## config.mk

```make
export PLATFORM = sky130hd
export DESIGN_NAME = mem_port_arbiter_flat
export DESIGN_NICKNAME = d
export VERILOG_FILES = /design/src/rtl/mem_port_arbiter_if.sv /design/src/rtl/mem_port_arbiter.sv /design/src/flat_wrapper.sv
export SDC_FILE = /design/constraint.sdc
export NUM_CORES = 1
export LEC_CHECK = 0
export CORE_MARGIN = 3
export CORE_UTILIZATION = 28
export CTS_CLUSTER_DIAMETER = 150
export DETAILED_ROUTE_END_ITERATION = 10
export MAX_ROUTING_LAYER = met4
export PLACE_DENSITY = 0.66
export SLEW_MARGIN = 15
export SYNTH_ARGS = -nofsm -noshare
export SYNTH_HDL_FRONTEND = slang
export SYNTH_SLANG_ARGS = --single-unit
```

## constraint.sdc

```tcl
create_clock -name clk -period 3.4 [get_ports clk]
set_input_delay 1.02 -clock clk [delete_from_list [all_inputs] [get_ports clk]]
set_output_delay 1.02 -clock clk [all_outputs]
set_load 0.005 [all_outputs]
```

## src/rtl/mem_port_arbiter_if.sv

```systemverilog
// ---------------------------------------------------------------------------
// mem_port_arbiter_if
//   Bundles the three buses around the unified memory-port arbiter:
//     - the fetch requester   (if_req / if_addr / if_rdata / if_valid)
//     - the data requester    (dm_req / dm_we / dm_be / dm_addr / dm_wdata /
//                              dm_rdata / dm_valid)
//     - the memory port       (mem_req / mem_we / mem_be / mem_addr /
//                              mem_wdata / mem_gnt / mem_rvalid / mem_rdata)
//     - the hazard-unit stalls (stall_if / stall_dm)
//   Modports:
//     master : the arbiter's view (masters the memory port, answers the
//              requesters)
//     slave  : the surrounding pipeline and memory's view
// ---------------------------------------------------------------------------
interface mem_port_arbiter_if;
    logic        if_req;
    logic [31:0] if_addr;
    logic [31:0] if_rdata;
    logic        if_valid;

    logic        dm_req;
    logic        dm_we;
    logic [3:0]  dm_be;
    logic [31:0] dm_addr;
    logic [31:0] dm_wdata;
    logic [31:0] dm_rdata;
    logic        dm_valid;

    logic        mem_req;
    logic        mem_we;
    logic [3:0]  mem_be;
    logic [31:0] mem_addr;
    logic [31:0] mem_wdata;
    logic        mem_gnt;
    logic        mem_rvalid;
    logic [31:0] mem_rdata;

    logic        stall_if;
    logic        stall_dm;

    modport master (
        input  if_req, if_addr,
        output if_rdata, if_valid,
        input  dm_req, dm_we, dm_be, dm_addr, dm_wdata,
        output dm_rdata, dm_valid,
        output mem_req, mem_we, mem_be, mem_addr, mem_wdata,
        input  mem_gnt, mem_rvalid, mem_rdata,
        output stall_if, stall_dm
    );

    modport slave (
        output if_req, if_addr,
        input  if_rdata, if_valid,
        output dm_req, dm_we, dm_be, dm_addr, dm_wdata,
        input  dm_rdata, dm_valid,
        input  mem_req, mem_we, mem_be, mem_addr, mem_wdata,
        output mem_gnt, mem_rvalid, mem_rdata,
        input  stall_if, stall_dm
    );
endinterface

```

## src/rtl/mem_port_arbiter.sv

```systemverilog
// ---------------------------------------------------------------------------
// mem_port_arbiter
//   Shares one memory port between instruction fetch (IF) and data memory
//   (DM). One transaction at a time walks IDLE -> ADDR -> DATA -> RESP:
//     IDLE : arbitrate; DM wins unless IF has been passed over STARVE_LIMIT
//            times in a row, then latch the winner's request.
//     ADDR : mem_req high with stable address/control until mem_gnt.
//     DATA : wait for mem_rvalid, capture mem_rdata for the owner.
//     RESP : one-cycle valid pulse to the owner; never arbitrates.
//   stall_if / stall_dm are combinational (req & ~valid) for the hazard unit.
//
// Ports:
//   clk          core clock
//   rst          synchronous active-high reset
//   bus          mem_port_arbiter_if.master (requester, memory, stall signals)
//   mem_timeout  (only with MEM_ARB_TIMEOUT_EN) sticky flag, set when a
//                transaction is aborted after TIMEOUT_CYCLES in ADDR+DATA
//
// Parameters:
//   STARVE_LIMIT    consecutive DM grants tolerated while IF waits (1..15)
//   TIMEOUT_CYCLES  ADDR+DATA cycle budget (used only with MEM_ARB_TIMEOUT_EN)
//
// Optional build macro: MEM_ARB_TIMEOUT_EN
//   Defined   : abort hung transactions, return rdata=0 with a valid pulse
//               and raise the sticky mem_timeout output.
//   Undefined : no timeout logic; a hung memory stalls the requester.
// ---------------------------------------------------------------------------
module mem_port_arbiter #(
    parameter int unsigned STARVE_LIMIT   = 4,
    parameter int unsigned TIMEOUT_CYCLES = 255
) (
    input  logic               clk,
    input  logic               rst,
`ifdef MEM_ARB_TIMEOUT_EN
    output logic               mem_timeout,
`endif
    mem_port_arbiter_if.master bus
);

    typedef enum logic [1:0] {
        IDLE = 2'd0,
        ADDR = 2'd1,
        DATA = 2'd2,
        RESP = 2'd3
    } state_t;

    typedef enum logic {
        OWN_IF = 1'b0,
        OWN_DM = 1'b1
    } owner_t;

    localparam logic [3:0] STARVE_LIM = 4'(STARVE_LIMIT);

    state_t      state_q;
    state_t      state_d;
    owner_t      owner_q;
    logic [3:0]  starve_q;

    logic        grant_if;
    logic        grant_dm;
    logic        capture;
    logic        abort;
    logic        timeout_hit;

    logic        mem_we_q;
    logic [3:0]  mem_be_q;
    logic [31:0] mem_addr_q;
    logic [31:0] mem_wdata_q;
    logic [31:0] if_rdata_q;
    logic [31:0] dm_rdata_q;

    // Next-state and arbitration
    always_comb begin
        state_d  = state_q;
        grant_if = 1'b0;
        grant_dm = 1'b0;
        capture  = 1'b0;
        abort    = 1'b0;
        unique case (state_q)
            IDLE: begin
                if (bus.dm_req && (!bus.if_req || (starve_q < STARVE_LIM))) begin
                    grant_dm = 1'b1;
                    state_d  = ADDR;
                end else if (bus.if_req) begin
                    grant_if = 1'b1;
                    state_d  = ADDR;
                end
            end
            ADDR: begin
                // A stray mem_rvalid here belongs to nothing we issued.
                if (timeout_hit) begin
                    abort   = 1'b1;
                    state_d = RESP;
                end else if (bus.mem_gnt) begin
                    state_d = DATA;
                end
            end
            DATA: begin
                // A response arriving on the last budget cycle still counts.
                if (bus.mem_rvalid) begin
                    capture = 1'b1;
                    state_d = RESP;
                end else if (timeout_hit) begin
                    abort   = 1'b1;
                    state_d = RESP;
                end
            end
            RESP: begin
                state_d = IDLE;
            end
            default: begin
                state_d = IDLE;
            end
        endcase
    end

    // Control state: FSM, owner, starvation counter
    always_ff @(posedge clk) begin
        if (rst) begin
            state_q  <= IDLE;
            owner_q  <= OWN_IF;
            starve_q <= 4'd0;
        end else begin
            state_q <= state_d;
            if (grant_dm) begin
                owner_q <= OWN_DM;
            end else if (grant_if) begin
                owner_q <= OWN_IF;
            end
            if (state_q == IDLE) begin
                if (grant_if || !bus.if_req) begin
                    starve_q <= 4'd0;
                end else if (grant_dm && (starve_q != 4'hF)) begin
                    starve_q <= starve_q + 4'd1;
                end
            end
        end
    end

    // Request latch: held stable from grant through the end of ADDR
    always_ff @(posedge clk) begin
        if (rst) begin
            mem_we_q    <= 1'b0;
            mem_be_q    <= 4'h0;
            mem_addr_q  <= 32'h0;
            mem_wdata_q <= 32'h0;
        end else if (grant_dm) begin
            mem_we_q    <= bus.dm_we;
            mem_be_q    <= bus.dm_be;
            mem_addr_q  <= bus.dm_addr;
            mem_wdata_q <= bus.dm_wdata;
        end else if (grant_if) begin
            // Fetches are always full-word reads.
            mem_we_q    <= 1'b0;
            mem_be_q    <= 4'hF;
            mem_addr_q  <= bus.if_addr;
            mem_wdata_q <= 32'h0;
        end
    end

    // Response capture: each requester's rdata holds until its next completion
    always_ff @(posedge clk) begin
        if (rst) begin
            if_rdata_q <= 32'h0;
            dm_rdata_q <= 32'h0;
        end else if (capture || abort) begin
            if (owner_q == OWN_DM) begin
                dm_rdata_q <= capture ? bus.mem_rdata : 32'h0;
            end else begin
                if_rdata_q <= capture ? bus.mem_rdata : 32'h0;
            end
        end
    end

`ifdef MEM_ARB_TIMEOUT_EN
    localparam int unsigned TO_W = (TIMEOUT_CYCLES > 1) ? $clog2(TIMEOUT_CYCLES + 1) : 1;
    localparam logic [TO_W-1:0] TO_LAST = TO_W'(TIMEOUT_CYCLES - 1);

    logic [TO_W-1:0] to_cnt_q;
    logic            timeout_q;

    // Budget counter: cleared on every grant (i.e. on entering ADDR), counts
    // each cycle spent in ADDR or DATA.
    always_ff @(posedge clk) begin
        if (rst) begin
            to_cnt_q  <= '0;
            timeout_q <= 1'b0;
        end else begin
            if (grant_if || grant_dm) begin
                to_cnt_q <= '0;
            end else if ((state_q == ADDR) || (state_q == DATA)) begin
                to_cnt_q <= to_cnt_q + 1'b1;
            end
            if (abort) begin
                timeout_q <= 1'b1;
            end
        end
    end

    assign timeout_hit = ((state_q == ADDR) || (state_q == DATA)) && (to_cnt_q == TO_LAST);
    assign mem_timeout = timeout_q;
`else
    // TIMEOUT_CYCLES only matters when the timeout logic is built in.
    logic unused_timeout_cfg;
    assign unused_timeout_cfg = ^32'(TIMEOUT_CYCLES);
    assign timeout_hit        = 1'b0;
`endif

    // Outputs: all decoded from registers
    assign bus.mem_req   = (state_q == ADDR);
    assign bus.mem_we    = mem_we_q;
    assign bus.mem_be    = mem_be_q;
    assign bus.mem_addr  = mem_addr_q;
    assign bus.mem_wdata = mem_wdata_q;

    assign bus.if_valid  = (state_q == RESP) && (owner_q == OWN_IF);
    assign bus.dm_valid  = (state_q == RESP) && (owner_q == OWN_DM);
    assign bus.if_rdata  = if_rdata_q;
    assign bus.dm_rdata  = dm_rdata_q;

    assign bus.stall_if  = bus.if_req & ~bus.if_valid;
    assign bus.stall_dm  = bus.dm_req & ~bus.dm_valid;

endmodule

```

## src/flat_wrapper.sv

```systemverilog
// flat-port wrapper written by rule: the top's interface ports become plain ports
module mem_port_arbiter_flat 
#(
    parameter int unsigned STARVE_LIMIT   = 4,
    parameter int unsigned TIMEOUT_CYCLES = 255
)
  (clk, rst, bus_if_req, bus_if_addr, bus_if_rdata, bus_if_valid, bus_dm_req, bus_dm_we, bus_dm_be, bus_dm_addr, bus_dm_wdata, bus_dm_rdata, bus_dm_valid, bus_mem_req, bus_mem_we, bus_mem_be, bus_mem_addr, bus_mem_wdata, bus_mem_gnt, bus_mem_rvalid, bus_mem_rdata, bus_stall_if, bus_stall_dm);
  mem_port_arbiter_if bus_i ();
  input  logic clk;
  input  logic rst;
  input wire logic [$bits(bus_i.if_req)-1:0] bus_if_req;
  input wire logic [$bits(bus_i.if_addr)-1:0] bus_if_addr;
  output wire logic [$bits(bus_i.if_rdata)-1:0] bus_if_rdata;
  output wire logic [$bits(bus_i.if_valid)-1:0] bus_if_valid;
  input wire logic [$bits(bus_i.dm_req)-1:0] bus_dm_req;
  input wire logic [$bits(bus_i.dm_we)-1:0] bus_dm_we;
  input wire logic [$bits(bus_i.dm_be)-1:0] bus_dm_be;
  input wire logic [$bits(bus_i.dm_addr)-1:0] bus_dm_addr;
  input wire logic [$bits(bus_i.dm_wdata)-1:0] bus_dm_wdata;
  output wire logic [$bits(bus_i.dm_rdata)-1:0] bus_dm_rdata;
  output wire logic [$bits(bus_i.dm_valid)-1:0] bus_dm_valid;
  output wire logic [$bits(bus_i.mem_req)-1:0] bus_mem_req;
  output wire logic [$bits(bus_i.mem_we)-1:0] bus_mem_we;
  output wire logic [$bits(bus_i.mem_be)-1:0] bus_mem_be;
  output wire logic [$bits(bus_i.mem_addr)-1:0] bus_mem_addr;
  output wire logic [$bits(bus_i.mem_wdata)-1:0] bus_mem_wdata;
  input wire logic [$bits(bus_i.mem_gnt)-1:0] bus_mem_gnt;
  input wire logic [$bits(bus_i.mem_rvalid)-1:0] bus_mem_rvalid;
  input wire logic [$bits(bus_i.mem_rdata)-1:0] bus_mem_rdata;
  output wire logic [$bits(bus_i.stall_if)-1:0] bus_stall_if;
  output wire logic [$bits(bus_i.stall_dm)-1:0] bus_stall_dm;
  assign bus_i.if_req = bus_if_req;
  assign bus_i.if_addr = bus_if_addr;
  assign bus_if_rdata = bus_i.if_rdata;
  assign bus_if_valid = bus_i.if_valid;
  assign bus_i.dm_req = bus_dm_req;
  assign bus_i.dm_we = bus_dm_we;
  assign bus_i.dm_be = bus_dm_be;
  assign bus_i.dm_addr = bus_dm_addr;
  assign bus_i.dm_wdata = bus_dm_wdata;
  assign bus_dm_rdata = bus_i.dm_rdata;
  assign bus_dm_valid = bus_i.dm_valid;
  assign bus_mem_req = bus_i.mem_req;
  assign bus_mem_we = bus_i.mem_we;
  assign bus_mem_be = bus_i.mem_be;
  assign bus_mem_addr = bus_i.mem_addr;
  assign bus_mem_wdata = bus_i.mem_wdata;
  assign bus_i.mem_gnt = bus_mem_gnt;
  assign bus_i.mem_rvalid = bus_mem_rvalid;
  assign bus_i.mem_rdata = bus_mem_rdata;
  assign bus_stall_if = bus_i.stall_if;
  assign bus_stall_dm = bus_i.stall_dm;
  mem_port_arbiter #(.STARVE_LIMIT(STARVE_LIMIT), .TIMEOUT_CYCLES(TIMEOUT_CYCLES)) u_core (.clk(clk), .rst(rst), .bus(bus_i));
endmodule
```

==> results.toml <==
[cts]
holdBufCountCts = 0
clk_pin_slew_ns = 0.05
insertion_delay_ns = 0.42
cts.repair.resized = 0
cts.sinks = 140
cts_buffer_depth = 2
cts_buffers = 17
tritoncts = "done"
postCtsSetupBuffers = 0
cts-root-buf = "clkbuf_16"
cts-htree-levels = 4

[critical_path]
critPathArrivalTime_ns = 2.28
path_delay_family = "buffers and inverters"
critPathBufInv = 2
cp_max_fo = 2
r2r_start = "u_core.state_q[0]"
slowest_delay_ns = 0.57
critPathKind = "in2out"
critPathCaptureType = "primary output"
cpMaxStageDelayCell = "clkdlybuf4s50_1"
cp.required_ns = 2.38
cp_common_cell = "clkdlybuf4s50_1"
critPathLaunchType = "input port"
crit_chain = "clkdlybuf4s50_1 > nor2b_1 > clkdlybuf4s50_1"
cp-startpoint = "bus_if_req"

[grt]
gr-max-usage-layer = "met2"
antenna_found_initial = 0
grt-ovfl-total = 0
grt_start_max_net_pins = 58
grt_pass1_vias = 5794
grt_pass1_wl_microns = 30970
grt_util_met1_pct = 22.16
met2_usage_pct = 28.19
grtUsageMet3_pct = 4.365
grt.total_usage_pct = 17.74

[min_path]
worstHoldStart = "u_core.bus.dm_rdata[8]"
hold_class = "reg2reg"

[placement]
io_buffers = 276
dp_hpwl_microns = 13540
place.gp.congestion = 0.7583
dpl.cell_count = 1182

[floorplanning]
core_area_sq_mm = 0.02036
die_h_microns = 150.4
die_area_sq_mm = 0.02261
die_w_microns = 150.4
initial_core_util_pct = 28.66
ioPinCount = 277
rows = 52

[sta]
hold_viol = 0
tightest_slew_ns = 0.6840
fin_worst_skew_ns = 0.009831
setup_viol = 0
slew_headroom_pct = 54.40
tns_ns = 0
post-route-period-util_pct = 97.09
rsz0062_at_grt = "no"
fmax_mhz = 302.9
drv_slew = 0
fin_crit_ns = 3.301

[layout]
mostFrequentLayoutCells = "275 x clkdlybuf4s50_1, 140 x dfxtp_1, 133 x nand2_1, 106 x a21oi_1, 39 x nand3_1"
nFillCells = 2039
multi_input_area_sq_mm = 0.002532
final_nets = 1075
final_common_cell = "clkdlybuf4s50_1"
num_antenna_cells = 0
post_route_cells_drive_above_1_share_pct = 6.681
stdcell_count = 1213
regArea_sq_mm = 0.002803
syn2layout_area_growth_pct = 59.88

[synth]
synthesis.nets = 831
synth-warning-count = 0
synth-seq-area-share_pct = 48.03
synth_top_area_share_pct = 48.03
ys_ff_latch = 140
yosys.area.top_type = "dfxtp_1"
synthDistinctLibCells = 33
synthCells = 687
synth_area_leaders = "dfxtp_1 48%, a21oi_1 9.1%, nand2_1 8.6%"
syn_avg_cell_area_sq_um = 8.494
syn_area_sq_mm = 0.005836

[drt]
drtIter0Drc = 276
post-route-drc-count = 0
postRouteAntennaNets = 0
dr.pass1.iters = 4
drt-vias-per-instance = 4.919
totalWireLength_microns = 20080
wire_per_inst_microns = 16.55
route.vias.total = 5967

[power_and_ir_drop]
p_leak_nw = 3.394
p_per_area_mw_per_mm2 = 623.5
ir_drop_mv = 0.3145

[outcome]
status = "finished clean"

[flow_run]
drv_cap = 0
[synthesized netlist by cell type, drive strengths merged]
| cell type | number |
|---|---|
| a211oi | 31 |
| a21oi | 106 |
| a221oi | 32 |
| and2 | 3 |
| and3 | 32 |
| and3b | 1 |
| and4bb | 1 |
| buf | 38 |
| clkbuf | 33 |
| dfxtp | 140 |
| ha | 5 |
| inv | 35 |
| mux2i | 2 |
| nand2 | 134 |
| nand2b | 2 |
| nand3 | 39 |
| nand3b | 2 |
| nor2 | 2 |
| nor2b | 5 |
| nor3 | 1 |
| nor3b | 1 |
| o211a | 1 |
| o211ai | 33 |
| o21a | 1 |
| o21ai | 1 |
| o22ai | 4 |
| o31ai | 1 |
| or3 | 1 |
[final cells by class]
type	instances	area share (%)
Clock inverter	8	1.180
Sequential cell	140	30.04
Clock buffer	23	5.015
Tap cell	270	3.621
Inverter	35	1.408
Timing Repair Buffer	296	31.59
Multi-Input combinational cell	441	27.14
[through the flow]
stage	utilization [%]	hold WS, ns	instance area, sq um	power (mW)	worst slack [ns]
2_1_floorplan	-	0.4497	5836	3.132	0.8755
3_3_place_gp	42.98	0.4413	8752	4.016	0.07929
3_5_place_dp	42.98	0.4457	8752	4.034	0.07841
4_1_cts	45.82	0.4535	9330	5.904	0.05314
5_1_grt	45.82	0.4728	9330	6.153	0.02774
6_report	45.82	0.4496	9330	5.817	0.09891
[per-layer routing]
metal / vias to the layer above / share of wire, %
met5: - / 0
met4: 0 / 2.1
met3: 26 / 6.4
met2: 199 / 48
met1: 2844 / 44
li1: 2898 / -
[cells by family after synthesis]
| family | count (synthesis) | synth area share (%) |
|---|---|---|
| mux | 2 | 0.3431 |
| simple gates | 224 | 17.54 |
| buf+inv | 106 | 8.812 |
| compound gates | 210 | 24.21 |
| flops | 140 | 48.03 |
| fa+ha+maj | 5 | 1.072 |
[power breakdown]
group          internal (mW)  switching, mW
clock network           1.12          0.720
logic                   1.00          0.945
registers               1.89          0.140
total                   4.01           1.81
[tightest hold or removal path, cell delays in order (launching register included)]
cell     delay, ns
dfxtp_1       0.30
nand2_1       0.05
a21oi_1       0.05
[registers in the layout (all words and copies together) (netlist names)]
name,flops
u_core.starve_q,4
u_core.bus.mem_we,1
u_core.bus.mem_wdata,32
u_core.bus.dm_rdata,32
u_core.bus.if_rdata,32
u_core.bus.mem_addr,32
u_core.bus.mem_be,4
u_core.state_q,2
u_core.owner_q,1
[worst paths after layout]
kind	to	slack [ns]	cells after the start
hold reg to reg	u_core.bus.dm_rdata[8]	0.45	2
setup / recovery	bus_stall_if	0.1	3
setup reg to reg	u_core.bus.mem_addr[30]	1.36	6
hold / removal	u_core.bus.dm_rdata[8]	0.45	2
Note: power is estimated with default switching activity, not from simulation.
==> patch: new RTL, config.mk and constraints unchanged <==
Re-encode `state_t` (4 states) as one-hot, 4 bits wide.
--- a/src/rtl/mem_port_arbiter.sv
+++ b/src/rtl/mem_port_arbiter.sv
@@ -37,11 +37,11 @@
     mem_port_arbiter_if.master bus
 );
 
-    typedef enum logic [1:0] {
-        IDLE = 2'd0,
-        ADDR = 2'd1,
-        DATA = 2'd2,
-        RESP = 2'd3
+    typedef enum logic [3:0] {
+        IDLE = 4'b0001,
+        ADDR = 4'b0010,
+        DATA = 4'b0100,
+        RESP = 4'b1000
     } state_t;
 
     typedef enum logic {
Check against the original RTL: no difference found for any inputs over 4 cycles, from zero or initial values and one cycle with rst high; so few cycles prove little.
==> patch against the original RTL <==
  * Design area is 1.7% higher
  * Maximum frequency is 3.0% higher
  * Utilization up 0.64 points
  * Sequential cell count rose by 2
  * Setup slack improved by 0.096 ns
  * Sequential share of layout area down 0.085 points
  * Area after synthesis up 0.58%
  * Routed wire length rose by 3.2%
  * Highest routed layer unchanged
Power is not compared: it rests on default switching activity, and its combinational part moved more than twofold at a synthesized area within 25%.
==> patch: results <==
[cts]
cts_resized = 0
clock-root-buffer = clkbuf_16

[layout]
nFillCells = 2001
nNetsFinal = 1044
drive_gt1_share_pct = 7.52
num_antenna_cells = 0

[logic_synthesis]
yosysUniqueCellTypes = 42
synth.area.top_cells = dfxtp_1 (48%), mux2i_1 (11%), nand2_1 (6.4%), a21oi_1 (5.9%), o21ai_0 (5.4%)
netlist_top_cells_count = dfxtp_1 (142), nand2_1 (100), a21oi_1 (69)
yosysSeqAreaShare_pct = 48.4
async_flop_share_pct = 0
synthesis.nets = 796

[sta]
slew_headroom_pct = 44.4
fin_skew_ns = 0.00908
period_needed_ns = 3.20

[global_routing]
grt_use_total_pct = 18.1
grt_pass1_wl_um = 31700
antenna_found_initial = 0
grt_pass1_vias = 5812
grt_max_degree = 73

[power_and_ir_drop]
max-vdd-ir-drop_mv = 0.304
power_leakage_nw = 3.54

[setup_path]
worst_ep_arrival_time_ns = 2.18
reg2regPathDepth = 3
r2r-end = u_core.bus.mem_addr[4]$_SDFFE_PP0P_
reg2reg_from = u_core.state_q[0]$_SDFFE_PP1P_
r2r_setup_slack_ns = 1.05
path_max_fanout = 5

[route]
vias = 5958
drt-total-wl_um = 20700
first_iter_violations = 218

[placement]
pre_cts_slack_ns = 0.190
dpl.hpwl_um = 13800
gp_congestion = 0.767

[status]
outcome = finished, final reports clean

[hold_path]
min_from = u_core.starve_q[1]$_SDFFE_PP0P_
hold_path_end = u_core.starve_q[1]$_SDFFE_PP0P_
patch: cell type report:
cell class | count | share of cell area, %
multi-input combinational | 438 | 28.5
sequential | 142 | 30.0
inverter | 4 | 0.158
timing repair buffer | 301 | 31.2
clock inverter | 15 | 2.10
clock buffer | 17 | 4.48
tap | 270 | 3.56
patch: per-layer routing:
metal / global-route usage [%] / wire length (um) / vias up
met5: - / 0 / -
met4: 5.35 / 324 / 0
met3: 7.06 / 2130 / 17
met2: 26.5 / 9130 / 264
met1: 23.1 / 9140 / 2798
li1: - / - / 2879
patch: kinds of logic (layout without fill, tap and decap cells):
group | count (synthesis) | in the layout | share of synthesized area (%)
flops | 142 | 142 | 48.4
xor+xnor | 1 | 1 | 0.149
fa+ha+maj | 1 | 1 | 0.213
buf+inv | 76 | 337 | 5.80
compound gates | 177 | 177 | 18.1
mux | 64 | 64 | 10.9
simple gates | 195 | 195 | 16.4
patch: where the power goes:
group	internal, mW	switching (mW)	leakage, nW
logic	0.435	0.366	2.08
registers	1.77	0.0566	1.16
clock network	1.18	0.814	0.303
patch: per-stage QoR:
stage / hold slack [ns] / power, mW / utilization (%) / instances / cell area, um2
after global routing: 0.480 / 4.83 / 46.5 / 1187 / 9490
after global placement: 0.442 / 2.66 / 43.4 / 1155 / 8870
after floorplan: 0.436 / 2.21 / - / 656 / 5870
final: 0.455 / 4.62 / 46.5 / 1187 / 9490
after CTS: 0.459 / 4.69 / 46.5 / 1187 / 9490
after detailed placement: 0.447 / 2.66 / 43.4 / 1155 / 8870
patch: critical path: stages:
cell,delay [ns]
clkdlybuf4s50_1,0.47
inv_1,0.09
nor2_1,0.11
clkdlybuf4s50_1,0.50
